==> config.mk <==
export PLATFORM = sky130hd
export DESIGN_NAME = zint_multi
export DESIGN_NICKNAME = d
export VERILOG_FILES = /design/src/rtl/zint_pkg.sv /design/src/rtl/zint_multi_zsync2.sv /design/src/rtl/zint_multi.sv
export SDC_FILE = /design/constraint.sdc
export NUM_CORES = 1
export LEC_CHECK = 0
export ABC_AREA = 1
export CAP_MARGIN = 0
export CORE_AREA = 2 2 56 53
export CTS_BUF_LIST = sky130_fd_sc_hd__clkbuf_16
export DETAILED_ROUTE_END_ITERATION = 16
export DIE_AREA = 0 0 58 55
export GPL_ROUTABILITY_DRIVEN = 0
export PLACE_DENSITY_LB_ADDON = 0.15
export SETUP_SLACK_MARGIN = 0.02
export SLEW_MARGIN = 25
export SYNTH_ARGS = -nofsm -noshare
export SYNTH_HDL_FRONTEND = slang
export SYNTH_HIERARCHICAL = 1
export SYNTH_SLANG_ARGS = --single-unit
==> constraint.sdc <==
create_clock -name fclk -period 3.2 [get_ports fclk]
set_clock_uncertainty 0.15 [all_clocks]
set_input_delay 0.64 -clock fclk [delete_from_list [all_inputs] [get_ports fclk]]
set_output_delay 0.64 -clock fclk [all_outputs]
set_load 0.02 [all_outputs]
==> src/rtl/zint_pkg.sv <==
// Shared types and helpers for the multi-source Z80 interrupt generator.
package zint_pkg;

    typedef enum logic [1:0] {
        IDLE,
        ASSERT,
        ACK,
        GAP
    } zint_state_t;

    localparam int ZINT_CW = 8;

    // Index of the lowest set bit; index 0 is the highest-priority source.
    function automatic logic [2:0] lowest_set(input logic [7:0] v);
        logic [2:0] r;
        r = 3'd0;
        for (int i = 7; i >= 0; i--) begin
            if (v[i]) r = 3'(i);
        end
        return r;
    endfunction

endpackage

==> src/rtl/zint_multi_zsync2.sv <==
// Two-flop synchroniser for raw Z80 strobes entering the fclk domain.
module zsync2 #(
    parameter int             W       = 2,
    parameter logic [W-1:0]   RST_VAL = '0
) (
    input  logic         fclk,
    input  logic         rst,
    input  logic [W-1:0] d,
    output logic [W-1:0] q
);

    logic [W-1:0] sync_p0;
    logic [W-1:0] sync_p1;

    always_ff @(posedge fclk or posedge rst) begin
        if (rst) begin
            sync_p0 <= RST_VAL;
            sync_p1 <= RST_VAL;
        end else begin
            sync_p0 <= d;
            sync_p1 <= sync_p0;
        end
    end

    assign q = sync_p1;

endmodule

==> src/rtl/zint_multi.sv <==
// Multi-source Z80 interrupt generator: fixed priority, pending latches, IM2 vector.
// Define ZINT_VECTOR_EN to build the IM2 vector logic; otherwise vec/vec_oe are tied off (IM1).
module zint_multi
    import zint_pkg::*;
#(
    parameter int         NSRC      = 3,
    parameter int         PULSE_LEN = 32,
    parameter int         GAP_LEN   = 4,
    parameter logic [7:0] VEC_BASE  = 8'hFF
) (
    input  logic            fclk,
    input  logic            rst,
    input  logic            zpos,
    input  logic            iorq_n,
    input  logic            m1_n,
    input  logic [NSRC-1:0] src_req,
    input  logic [NSRC-1:0] src_en,
    input  logic [NSRC-1:0] clr,
    output logic [NSRC-1:0] pending,
    output logic            int_n,
    output logic [7:0]      vec,
    output logic            vec_oe
);

    localparam logic [ZINT_CW-1:0] PULSE_CNT = ZINT_CW'(PULSE_LEN);
    localparam logic [ZINT_CW-1:0] GAP_CNT   = ZINT_CW'(GAP_LEN);
    localparam logic [NSRC-1:0]    BIT0      = NSRC'(1);

    zint_state_t        state;
    logic [ZINT_CW-1:0] cnt;
    logic [1:0]         strb_sync;
    logic               ack;
    logic               ack_q;
    logic               ack_rise;
    logic               ack_take;
    logic [2:0]         sel_nxt;
    logic [NSRC-1:0]    ack_clr;
    logic [NSRC-1:0]    pend_nxt;

    zsync2 #(
        .W       (2),
        .RST_VAL (2'b11)
    ) u_sync (
        .fclk (fclk),
        .rst  (rst),
        .d    ({iorq_n, m1_n}),
        .q    (strb_sync)
    );

    assign ack      = ~strb_sync[1] & ~strb_sync[0];
    assign ack_rise = ack & ~ack_q;
    assign sel_nxt  = lowest_set(8'(pending));
    assign ack_take = (state == ASSERT) && ack_rise && (|pending);
    assign ack_clr  = ack_take ? (BIT0 << sel_nxt) : '0;
    // A request in the same cycle as any clear source keeps the bit set.
    assign pend_nxt = (src_req & src_en) | (pending & ~(clr | ack_clr | ~src_en));

    always_ff @(posedge fclk or posedge rst) begin
        if (rst) begin
            pending <= '0;
            ack_q   <= 1'b0;
        end else begin
            pending <= pend_nxt;
            ack_q   <= ack;
        end
    end

    always_ff @(posedge fclk or posedge rst) begin
        if (rst) begin
            state <= IDLE;
            cnt   <= '0;
            int_n <= 1'b1;
        end else begin
            case (state)
                IDLE: begin
                    if (|pending) begin
                        state <= ASSERT;
                        cnt   <= PULSE_CNT;
                        int_n <= 1'b0;
                    end
                end
                ASSERT: begin
                    if (!(|pending)) begin
                        state <= GAP;
                        cnt   <= GAP_CNT;
                        int_n <= 1'b1;
                    end else if (ack_rise) begin
                        state <= ACK;
                        int_n <= 1'b1;
                    end else if (zpos) begin
                        if (cnt <= 8'd1) begin
                            state <= GAP;
                            cnt   <= GAP_CNT;
                            int_n <= 1'b1;
                        end else begin
                            cnt <= cnt - 1'b1;
                        end
                    end
                end
                ACK: begin
                    if (!ack) begin
                        state <= GAP;
                        cnt   <= GAP_CNT;
                    end
                end
                GAP: begin
                    if (zpos) begin
                        if (cnt <= 8'd1) begin
                            state <= IDLE;
                            cnt   <= '0;
                        end else begin
                            cnt <= cnt - 1'b1;
                        end
                    end
                end
                default: begin
                    state <= IDLE;
                    int_n <= 1'b1;
                end
            endcase
        end
    end

`ifdef ZINT_VECTOR_EN
    function automatic logic [7:0] vec_of(input logic [2:0] s);
        return VEC_BASE - {4'b0000, s, 1'b0};
    endfunction

    always_ff @(posedge fclk or posedge rst) begin
        if (rst) begin
            vec    <= VEC_BASE;
            vec_oe <= 1'b0;
        end else if (ack_take) begin
            vec    <= vec_of(sel_nxt);
            vec_oe <= 1'b1;
        end else if (state == ACK) begin
            vec_oe <= ack;
        end else begin
            vec_oe <= 1'b0;
        end
    end
`else
    // IM1 build: the bus idles at FF whatever the base.
    assign vec    = VEC_BASE | 8'hFF;
    assign vec_oe = 1'b0;
`endif

endmodule
==> After elaboration in Yosys (flattened, before gate mapping) <==
Cells that the tools add are included.
Widths: inputs -> output; s select.
{ "word_totals": {"register_bits": 19, "latch_bits": 0, "mem_bits_rw": 0, "mem_bits_ro": 0, "input_bits": 14, "output_inout_bits": 13, "wordCells": 69, "n_memories": 0} }
{ "classes": {"n_addsub": 1, "mul": 0, "n_div": 0, "magnitude_cmp": 1, "n_eq_ne": 11, "shifts": 1, "mux": 28, "bitwise_logic": 12, "n_reduce_logical": 8} }
{ "ops": {"columns": ["op", "count"], "rows": [
  ["$mux 8", 8],
  ["$pmux 8 s4", 1],
  ["$mux 2", 9],
  ["$mux 3", 3],
  ["$or 3x3->3", 3],
  ["$le 8x1->1 const B", 1],
  ["$ne 2x2->1 const B", 4],
  ["$pmux 2 s4", 1],
  ["$sub 8x1->8 const B", 1],
  ["$and 3x3->3", 2],
  ["$ne 3x3->1 const B", 2],
  ["$not 3->3", 2],
  ["$reduce_and 6->1", 1],
  ["$mux 1", 5],
  ["$reduce_and 5->1", 1],
  ["$eq 2x2->1 const B", 2],
  ["$ne 4x3->1 const B", 1],
  ["$ne 4x4->1 const B", 1],
  ["$reduce_and 4->1", 1],
  ["$not 1->1", 3],
  ["$reduce_or 3->1", 1],
  ["$shl 1x3->3 const A", 1],
  ["$and 1x1->1", 2],
  ["$eq 2x1->1 const B", 1],
  ["other kinds (4)", 5]
]} }

==> Logic depth before layout (Yosys ltp) <==
Gate-level depths: netlist of run 1.
{ "depth": {"word_depth": 11, "mapped_depth": 11, "mapped_depth_nobuf": 11} }

==> By module <==
Netlist of run 1, hierarchy kept.
{ "modules_own_cells": {"columns": ["module", "n_inst", "cells_each", "area_each_um2", "seq_area_each_um2"], "rows": [
  ["zint_multi", 1, 175, 1249.9, 376.6],
  ["zsync2", 1, 5, 108.9, 105.1]
]} }

==> Worst setup path after synthesis of run 1 <==
Ideal clock, no wire load.
{ "synth_timing": {"path_type": "register to register", "from": "register state[1]", "to": "register cnt[2]", "setup_ps": 116, "arrival_ps": 1296, "required_ps": 2934, "path_slack_ps": 1638, "stages_incl_launch_ff": 10, "synth_period_minus_slack_ps": 1562, "cell_sequence": "dfrtp_1 > inv_1 > ha_1 > nand3_2 > nor2_2 > inv_2 > nand2_4 > nor2_2 > nand2_1 > nand2_1"} }
{ "synth_between": {"elab_chain_len": 3, "word_cells_on_any_way": 11, "classes_between": "eq/ne: 8; mux: 1; reduce/logical: 2"} }
{ "synth_lines": {"columns": ["element", "line_no", "source"], "rows": [
  ["start, declared", "zint_multi.sv:29", "zint_state_t state;"],
  ["start signal, assigned", "zint_multi.sv:70", "state <= IDLE;"],
  ["start signal, assigned", "zint_multi.sv:77", "state <= ASSERT;"],
  ["start signal, assigned", "zint_multi.sv:84", "state <= GAP;"],
  ["$eq 2x1->1, or another cell as far along", "zint_multi.sv:74", "case (state)"],
  ["$ne 3x3->1 (no line) or $ne 2x2->1 (tied branches)", null, null],
  ["$reduce_and 5->1 (no line)", null, null],
  ["end signal, assigned", "zint_multi.sv:96", "cnt <= cnt - 1'b1;"],
  ["end signal, assigned", "zint_multi.sv:112", "cnt <= cnt - 1'b1;"],
  ["end, declared", "zint_multi.sv:30", "logic [ZINT_CW-1:0] cnt;"]
]} }
Parallel ways exist; a longest one is shown, timed or not.
A chain may end at the register's enable or synchronous reset.

==> Final worst setup path of run 1 <==
{ "layout_timing": {"from": "register int_n", "to": "output port int_n"} }
{ "layout_lines": {"columns": ["element", "line_no", "source"], "rows": [
  ["start, declared", "zint_multi.sv:20", "output logic int_n,"],
  ["start signal, assigned", "zint_multi.sv:72", "int_n <= 1'b1;"],
  ["start signal, assigned", "zint_multi.sv:79", "int_n <= 1'b0;"],
  ["start signal, assigned", "zint_multi.sv:86", "int_n <= 1'b1;"]
]} }
No word-level cell between the ends.

==> results.json, run 1 <==
{
  "crit_buf_inv": 1,
  "drv_slew": 0,
  "finalSetupViolCount": 0,
  "cts_tree": "done",
  "syn-mean-instance-area_sq_um": 7.549,
  "port_buffers": 17,
  "netlist_top_cells_count": "48 x nand2_1, 26 x inv_1, 14 x dfrtp_1, 10 x nor2_1, 9 x buf_4",
  "fin_ws_ns": 1.047,
  "cp_top_family": "buffers and inverters",
  "cp-startpoint": "int_n",
  "maxCapViolations": 0,
  "r2r_setup_slack_ns": 1.42,
  "cp_max_fo": 2,
  "die_h_um": 55,
  "synth-edff-count": 0,
  "fmax_mhz": 464.4,
  "die_area_sq_um": 3190,
  "slowest_delay_ns": 0.59,
  "vias": 1135,
  "drtPass1Iterations": 4,
  "hold_buffers": 0,
  "synth_top_area_share_pct": 25.78,
  "period_needed_ns": 2.153,
  "rows": 18,
  "area_growth_pct": 18.14,
  "htree_levels": 1,
  "required_ns": 2.41,
  "power_leakage_nw": 0.8351,
  "finalHoldViolCount": 0,
  "grt.overflow.total": 0,
  "synth.distinct_cells": 27,
  "routed_wl_mm": 2.595,
  "powerDensity_nw_per_um2": 875.5,
  "drt-vias-per-instance": 4.956,
  "drt-initial-drc-count": 21,
  "tns_ns": 0,
  "grt_max_degree": 16,
  "synth_area_sq_um": 1359,
  "cp-start-kind": "register",
  "placed_cell_area_sq_um": 1525,
  "vdd_ir_drop_max_mv": 0.5630,
  "yosysMostFrequentCell": "nand2_1",
  "clk_pin_slew_worst_paths_ns": 0.05,
  "cp.arrival_ns": 1.36,
  "ys.flop_type": "dfrtp_1",
  "synth_area_leaders": "dfrtp_1 26%, nand2_1 13%, dfstp_2 9.7%, inv_1 7.2%, ha_1 6.4%",
  "clock_sinks": 19,
  "min_path_type": "reg2reg",
  "final.fill_count": 239,
  "rr_startpoint": "state[1]",
  "dp_hpwl_mm": 2.034,
  "place_ws_ns": 1.147,
  "crit_path_end": "int_n",
  "maxSlewHeadroom_pct": 60.64,
  "regToRegEndpoint": "cnt[2]",
  "synthCells": 180,
  "final_area_sq_um": 1605,
  "ctsRootBufferMaster": "clkbuf_16",
  "wl_per_cell_um": 11.33,
  "cp.depth": 1,
  "final_core_util_pct": 61.45,
  "async_flop_share_pct": 100.0,
  "rsz0062_at_grt": "false",
  "yosys.area.top_type": "dfrtp_1",
  "drcViolationCount": 0,
  "antenna_found_initial": 0,
  "postCtsSetupRepairBufs": 0,
  "endpoint_kind": "output pin",
  "cts_resized": 0,
  "drive_gt1_share_pct": 19.60,
  "ios": 27,
  "worst_slew_pin_slew_ns": 0.5898,
  "cts_buffer_depth": 2,
  "grt_pass1_vias": 1086,
  "period_share_pct": 67.29,
  "ys_seq_elements": 19,
  "yosysWarningCount": 6,
  "insertion_delay_ns": 0.25,
  "nets": 221,
  "path_class": "reg2out",
  "core_sq_um": 2613,
  "crit_slowest_cell": "clkdlybuf4s50_1",
  "detail-route-antenna-nets": 0,
  "yosysSeqAreaShare_pct": 35.45,
  "initial_core_util_pct": 52.01,
  "crit_chain": "clkdlybuf4s50_1",
  "grt_pass1_wl_mm": 4.657,
  "reg2regPathDepth": 9,
  "die_width_um": 58,
  "gr-usage-all-layers_pct": 19.57,
  "antenna_cells": 0,
  "numCtsBuffers": 3,
  "status": "completed"
}
## sequential cells by signal, indices dropped and copies added, names as in the netlist
signal / cells
state: 2
cnt: 8
u_sync/q: 2
ack_q: 1
pending: 3
int_n: 1
u_sync/sync_p0: 2
## worst min path at each step
stage | start | endpoint | slack (ns) | cells past startpoint
floorplan | u_sync/sync_p0[0] | u_sync/q[0] | 0.20 | 0
global placement | u_sync/sync_p0[1] | u_sync/q[1] | 0.20 | 0
detailed placement | u_sync/sync_p0[1] | u_sync/q[1] | 0.20 | 0
CTS | u_sync/sync_p0[1] | u_sync/q[1] | 0.21 | 0
global route | u_sync/sync_p0[1] | u_sync/q[1] | 0.21 | 0
finish | u_sync/sync_p0[1] | u_sync/q[1] | 0.21 | 0
## placed cells by master (no fill, tap or decap), drive strengths merged, types with 3 or more instances in the layout
| master | Yosys | routed |
|---|---|---|
| nand2 | 58 | 58 |
| inv | 31 | 31 |
| clkdlybuf4s50 | 0 | 17 |
| nor2 | 17 | 17 |
| dfrtp | 14 | 14 |
| nand3 | 11 | 11 |
| conb | 2 | 9 |
| o21ai | 9 | 9 |
| ha | 7 | 7 |
| a21oi | 6 | 6 |
| dfstp | 5 | 5 |
| nand4 | 3 | 3 |
| clkbuf | 0 | 3 |
## routing by layer
metal | share of wire [%] | GRT usage, % | vias up
met1 | 44 | 22.57 | 525
li1 | - | - | 569
met4 | 2.4 | 8.915 | 0
met5 | 0 | 0 | -
met2 | 49 | 35.98 | 35
met3 | 5.0 | 3.488 | 6
## cell type report
type | instances | area, sq um | area share, %
Clock inverter | 1 | 5.005 | 0.3118
Multi-Input combinational cell | 127 | 710.7 | 44.27
Sequential cell | 19 | 481.7 | 30.01
Inverter | 32 | 125.1 | 7.794
Timing Repair Buffer | 17 | 170.2 | 10.60
Clock buffer | 3 | 75.07 | 4.677
Tap cell | 30 | 37.54 | 2.338
## through the flow
step	power (mW)	cells	hold slack, ns
after floorplan	0.9881	187	0.1952
after global placement	1.119	225	0.1960
after detailed placement	1.146	225	0.2023
after CTS	1.415	229	0.2105
after global routing	1.553	229	0.2139
final	1.405	229	0.2081
## power by group
part | switching, mW | internal (mW)
Sequential | 0.0553 | 0.313
Combinational | 0.495 | 0.284
Clock | 0.0911 | 0.168
Total | 0.641 | 0.764
## logic make-up (layout without fill, tap and decap cells)
logic type	Yosys count	in the layout	share of synthesized area (%)
AND/OR/NAND/NOR	93	93	35.27
buffers and inverters	41	53	14.18
flip-flops	19	19	35.45
AO/OA/AOI/OAI	17	17	7.458
adder cells (fa/ha/maj)	7	7	6.445
other	2	9	0.5527
XOR/XNOR	1	1	0.6447
(Power assumes the default switching activity.)
==> run 2, diff against run 1 <==
--- a/config.mk
+++ b/config.mk
@@ -7,10 +7,10 @@
 export LEC_CHECK = 0
 export ABC_AREA = 1
 export CAP_MARGIN = 0
-export CORE_AREA = 2 2 56 53
+export CORE_AREA = 2 2 61 57
 export CTS_BUF_LIST = sky130_fd_sc_hd__clkbuf_16
 export DETAILED_ROUTE_END_ITERATION = 16
-export DIE_AREA = 0 0 58 55
+export DIE_AREA = 0 0 63 59
 export GPL_ROUTABILITY_DRIVEN = 0
 export PLACE_DENSITY_LB_ADDON = 0.15
 export SETUP_SLACK_MARGIN = 0.02
==> constraint.sdc (replaced) <==
create_clock -name fclk -period 1.9 [get_ports fclk]
set_clock_uncertainty 0.15 [all_clocks]
set_input_delay 0.38 -clock fclk [delete_from_list [all_inputs] [get_ports fclk]]
set_output_delay 0.38 -clock fclk [all_outputs]
set_load 0.02 [all_outputs]
==> results.json, run 2 (synthesis results as in run 1) <==
{
  "status": "completed",
  "final_cell_mix": "48 x nand2_1, 26 x inv_1, 16 x clkdlybuf4s50_1, 13 x dfrtp_1, 10 x nor2_1",
  "ctsRootBufferMaster": "clkbuf_16",
  "antenna_found_initial": 0,
  "initial_core_util_pct": 45.01,
  "cts_tree": "done",
  "crit_chain": "clkdlybuf4s50_1",
  "drive_gt1_share_pct": 20.90,
  "cp_max_fo": 3,
  "fin_ws_ns": 0.08304,
  "top_register": "cnt",
  "use_met2_pct": 28.27,
  "rows": 19,
  "drt-initial-drc-count": 51,
  "reg.largest.list": "cnt: 8 flops, pending: 3 flops",
  "hp-start": "u_sync/sync_p0[0]",
  "routed_wl_mm": 2.665,
  "die_h_um": 59,
  "rr_startpoint": "state[1]",
  "cp_top_family": "buffers and inverters",
  "area_growth_pct": 20.35,
  "drcViolationCount": 0,
  "cp.arrival_ns": 1.29,
  "clock_sinks": 19,
  "postCtsSetupRepairBufs": 0,
  "grt.overflow.total": 0,
  "min_path_type": "reg2reg",
  "period_share_pct": 95.63,
  "period_needed_ns": 1.817,
  "required_ns": 1.37,
  "gr-usage-all-layers_pct": 16.15,
  "finalSetupViolCount": 0,
  "vdd_ir_drop_max_mv": 0.6924,
  "slowest_delay_ns": 0.63,
  "endpoint_kind": "output pin",
  "insertion_delay_ns": 0.25,
  "final_core_util_pct": 54.16,
  "numCtsBuffers": 3,
  "place_ws_ns": 0.07984,
  "core_sq_um": 3019,
  "vias": 1082,
  "antenna_cells": 0,
  "dp_hpwl_mm": 2.141,
  "power_leakage_nw": 0.8459,
  "ios": 27,
  "cts_resized": 1,
  "nets": 223,
  "grt_max_degree": 16,
  "tns_ns": 0,
  "use_met1_pct": 19.76,
  "crit_slowest_cell": "clkdlybuf4s50_1",
  "cts_buffer_depth": 2,
  "largest_reg_flops": 8,
  "htree_levels": 1,
  "grtUsageMet3_pct": 3.612,
  "powerDensity_nw_per_um2": 1460,
  "fmax_mhz": 550.4,
  "drv_slew": 0,
  "finalHoldViolCount": 0,
  "maxCapViolations": 0,
  "final.fill_count": 295,
  "clk_pin_slew_worst_paths_ns": 0.05,
  "grt_busiest_layer": "met2",
  "crit_buf_inv": 1,
  "drt-vias-per-instance": 4.453,
  "drtPass1Iterations": 4,
  "path_class": "reg2out",
  "cp-startpoint": "pending[1]",
  "final_common_cell": "nand2_1",
  "die_area_sq_um": 3717,
  "hold_buffers": 0,
  "wl_per_cell_um": 10.97,
  "grt_pass1_vias": 1059,
  "rsz0062_at_grt": "false",
  "port_buffers": 17,
  "grt_pass1_wl_mm": 4.643,
  "detail-route-antenna-nets": 0,
  "cp-start-kind": "register",
  "die_width_um": 63
}
[run 2: changes by cell type in the layout (fill, tap and decap cells not counted), sizes merged]
cell	delta
buf	+2
clkdlybuf4s50	-1
dlygate4sd2	+1
[run 2: routing by layer]
metal | share of wire (%) | routed length, um | up-vias
met1 | 46 | 1235 | 482
li1 | - | - | 573
met3 | 3.7 | 99 | 5
met5 | 0 | 0 | -
met4 | 1.2 | 31 | 0
met2 | 49 | 1299 | 22
[run 2: through the flow]
| step | instances | instance area, sq um | hold slack, ns | total power [mW] |
|---|---|---|---|---|
| after floorplan | 187 | 1385 | 0.1308 | 1.664 |
| after global placement | 239 | 1555 | 0.1956 | 1.917 |
| after detailed placement | 239 | 1555 | 0.1968 | 1.968 |
| after CTS | 243 | 1634 | 0.2049 | 2.410 |
| after global routing | 243 | 1635 | 0.2129 | 2.632 |
| final | 243 | 1635 | 0.2044 | 2.388 |
[run 2: worst paths after layout]
check / slack (ns) / endpoint / cells after the start
worst min-delay path: 0.20 / u_sync/q[0] / 0
max in group asynchronous: 1.04 / int_n / 3
worst max-delay path: 0.08 / pending[1] / 1
min in group asynchronous: 0.31 / cnt[3] / 3
worst min register to register: 0.20 / u_sync/q[0] / 0
worst max register to register: 0.18 / cnt[2] / 9
[run 2: final cells by class]
| cell class | count | area [sq um] | area share (%) |
|---|---|---|---|
| clock buffer | 3 | 75.07 | 4.591 |
| clock inverter | 1 | 5.005 | 0.3060 |
| inverter | 32 | 125.1 | 7.651 |
| multi-input combinational | 127 | 710.7 | 43.46 |
| sequential | 19 | 483.0 | 29.53 |
| tap | 42 | 52.55 | 3.213 |
| timing repair buffer | 19 | 183.9 | 11.25 |
[run 2: power by group]
| part | total, mW | switching [mW] | internal (mW) |
|---|---|---|---|
| Clock | 0.435 | 0.152 | 0.282 |
| Combinational | 1.32 | 0.838 | 0.486 |
| Sequential | 0.630 | 0.101 | 0.529 |
==> run 3, diff against run 2 <==
--- a/config.mk
+++ b/config.mk
@@ -14,7 +14,7 @@
 export GPL_ROUTABILITY_DRIVEN = 0
 export PLACE_DENSITY_LB_ADDON = 0.15
 export SETUP_SLACK_MARGIN = 0.02
-export SLEW_MARGIN = 25
+export SLEW_MARGIN = 20
 export SYNTH_ARGS = -nofsm -noshare
 export SYNTH_HDL_FRONTEND = slang
 export SYNTH_HIERARCHICAL = 1
==> results of run 3 <==
No change in the layout: final DEF, timing and power equal those of run 2.
==> RTL edit: new RTL, flow settings as in run 3 <==
Add a define of `ZINT_VECTOR_EN`.
--- a/src/rtl/zint_multi.sv
+++ b/src/rtl/zint_multi.sv
@@ -2,2 +2,4 @@
 // Define ZINT_VECTOR_EN to build the IM2 vector logic; otherwise vec/vec_oe are tied off (IM1).
+`define ZINT_VECTOR_EN
+
 module zint_multi
Formal check against the unedited RTL: not equivalent (a bounded check fails within 4 cycles, from zero or initial values and one cycle with rst high).
==> RTL edit against run 3 <==
Via count increased by 6.6%; sequential share of layout area increased by 2.0 points; final area increased by 8.7%; synthesized area increased by 2.2%; die area unchanged; power increased by 11%; non-clock buffer count increased by 5; sequential cell count increased by 3; setup slack improved by 19 ps; clock power increased by 34%; routed wire length increased by 3.3%; critical path depth unchanged; critical path type unchanged; highest routed layer unchanged.
==> RTL edit: results (changes against run 3) <==
[run_status]
status = finished clean  ; unchanged

[drt]
initialDrtViolationCount = 60  ; was 51
vias = 1153  ; was 1,082
dr.pass1.iters = 4  ; unchanged
wirelength_um = 2750  ; was 2670 µm

[hold_path]
hold_path_class = flip-flop to flip-flop  ; unchanged

[logic_synthesis]
synth_xor_area_share_pct = 3.15  ; was 0.645%
synth_compound_area_share_pct = 6.22  ; was 7.46%
synthTopCellsByArea = dfrtp_1, dfstp_2, nand2_1  ; was dfrtp_1, nand2_1, dfstp_2
yosysSeqAreaShare_pct = 40.3  ; was 35.5%
synth_common_cells = nand2_1, inv_1, nor2_1  ; was nand2_1, inv_1, dfrtp_1
synth-adder-area-share_pct = 6.31  ; was 6.45%

[global_route]
grt_usage_pct = 16.8  ; was 16.2%
grt_pass1_wl_um = 4880  ; was 4640 µm
grt_pass1_vias = 1135  ; was 1,059
grt_max_degree = 19  ; was 16

[placement]
port_buffers = 20  ; was 17
dpl_cell_area_mm2 = 0.00164  ; was 0.00156 mm²

[pwr]
power.leakage_nw = 0.923  ; was 0.846 nW
worst_ir_drop_vdd_mv = 0.546  ; was 0.692 mV

[worst_setup_path]
cpPeakStageDelay_ps = 630  ; about the same
timing.rr.end = cnt[0]$_DFFE_PP0P_  ; was cnt[2]$_DFFE_PP0P_
path_max_fanout = 3  ; unchanged
crit_arrival_ps = 1270  ; was 1290 ps

[final_layout]
fin_nets = 228  ; was 223
final_layout_size_suffix_gt1_share_pct = 18.0  ; was 20.9%
fillers = 281  ; was 295

[cts]
cts_resized = 3  ; was 1
clk_path_buf_depth = 2  ; unchanged

-- RTL edit: cell types whose count changed after synthesis, sizes merged, moves of 2 or more --
cell / delta
dfstp: +2
nand3: +3
nor2: +7
nand4: -2
o21ai: -6
nand2: -6
inv: -2
xor2: +3
buf: -3
-- RTL edit: how the worst max path moves through the flow --
stage	start	end	slack (ps)	depth (start not counted)
floorplan	state[1]$_DFFE_PP0P_	pending[2]$_DFF_PP0_	250	7
global placement	zpos	cnt[7]$_DFFE_PP0P_	80	9
detailed placement	zpos	cnt[0]$_DFFE_PP0P_	8	9
CTS	pending[2]$_DFF_PP0_	pending[2]	50	1
global route	state[1]$_DFFE_PP0P_	cnt[0]$_DFFE_PP0P_	30	9
finish	pending[0]$_DFF_PP0_	pending[0]	100	1
-- RTL edit: cell type report --
class	count	share of cell area, %
clock buffer	3	4.22
inverter	29	6.12
tap	42	2.96
clock inverter	1	1.69
multi-input combinational	127	40.5
timing repair buffer	24	13.0
sequential	22	31.5
-- RTL edit: routing by layer --
layer	global-route usage (%)	share of wire, %
met4	4.76	0.84
met5	0	0
met2	30.5	51
met1	20.1	43
met3	3.80	5.4
-- RTL edit: through the flow --
step / setup slack, ps / instances / power (mW) / util [%]
6_report: 102 / 248 / 2.65 / 58.9
5_1_grt: 27.7 / 248 / 2.90 / 58.9
4_1_cts: 54.7 / 247 / 2.62 / 57.6
3_5_place_dp: 8.37 / 243 / 2.03 / 54.2
3_3_place_gp: 78.7 / 243 / 1.99 / 54.2
2_1_floorplan: 249 / 184 / 1.69 / -
-- RTL edit: report_power, final --
group	internal, mW	switching (mW)	total (mW)
Combinational	0.539	0.815	1.35
Clock	0.418	0.165	0.583
Sequential	0.623	0.0938	0.717
Total	1.58	1.07	2.65
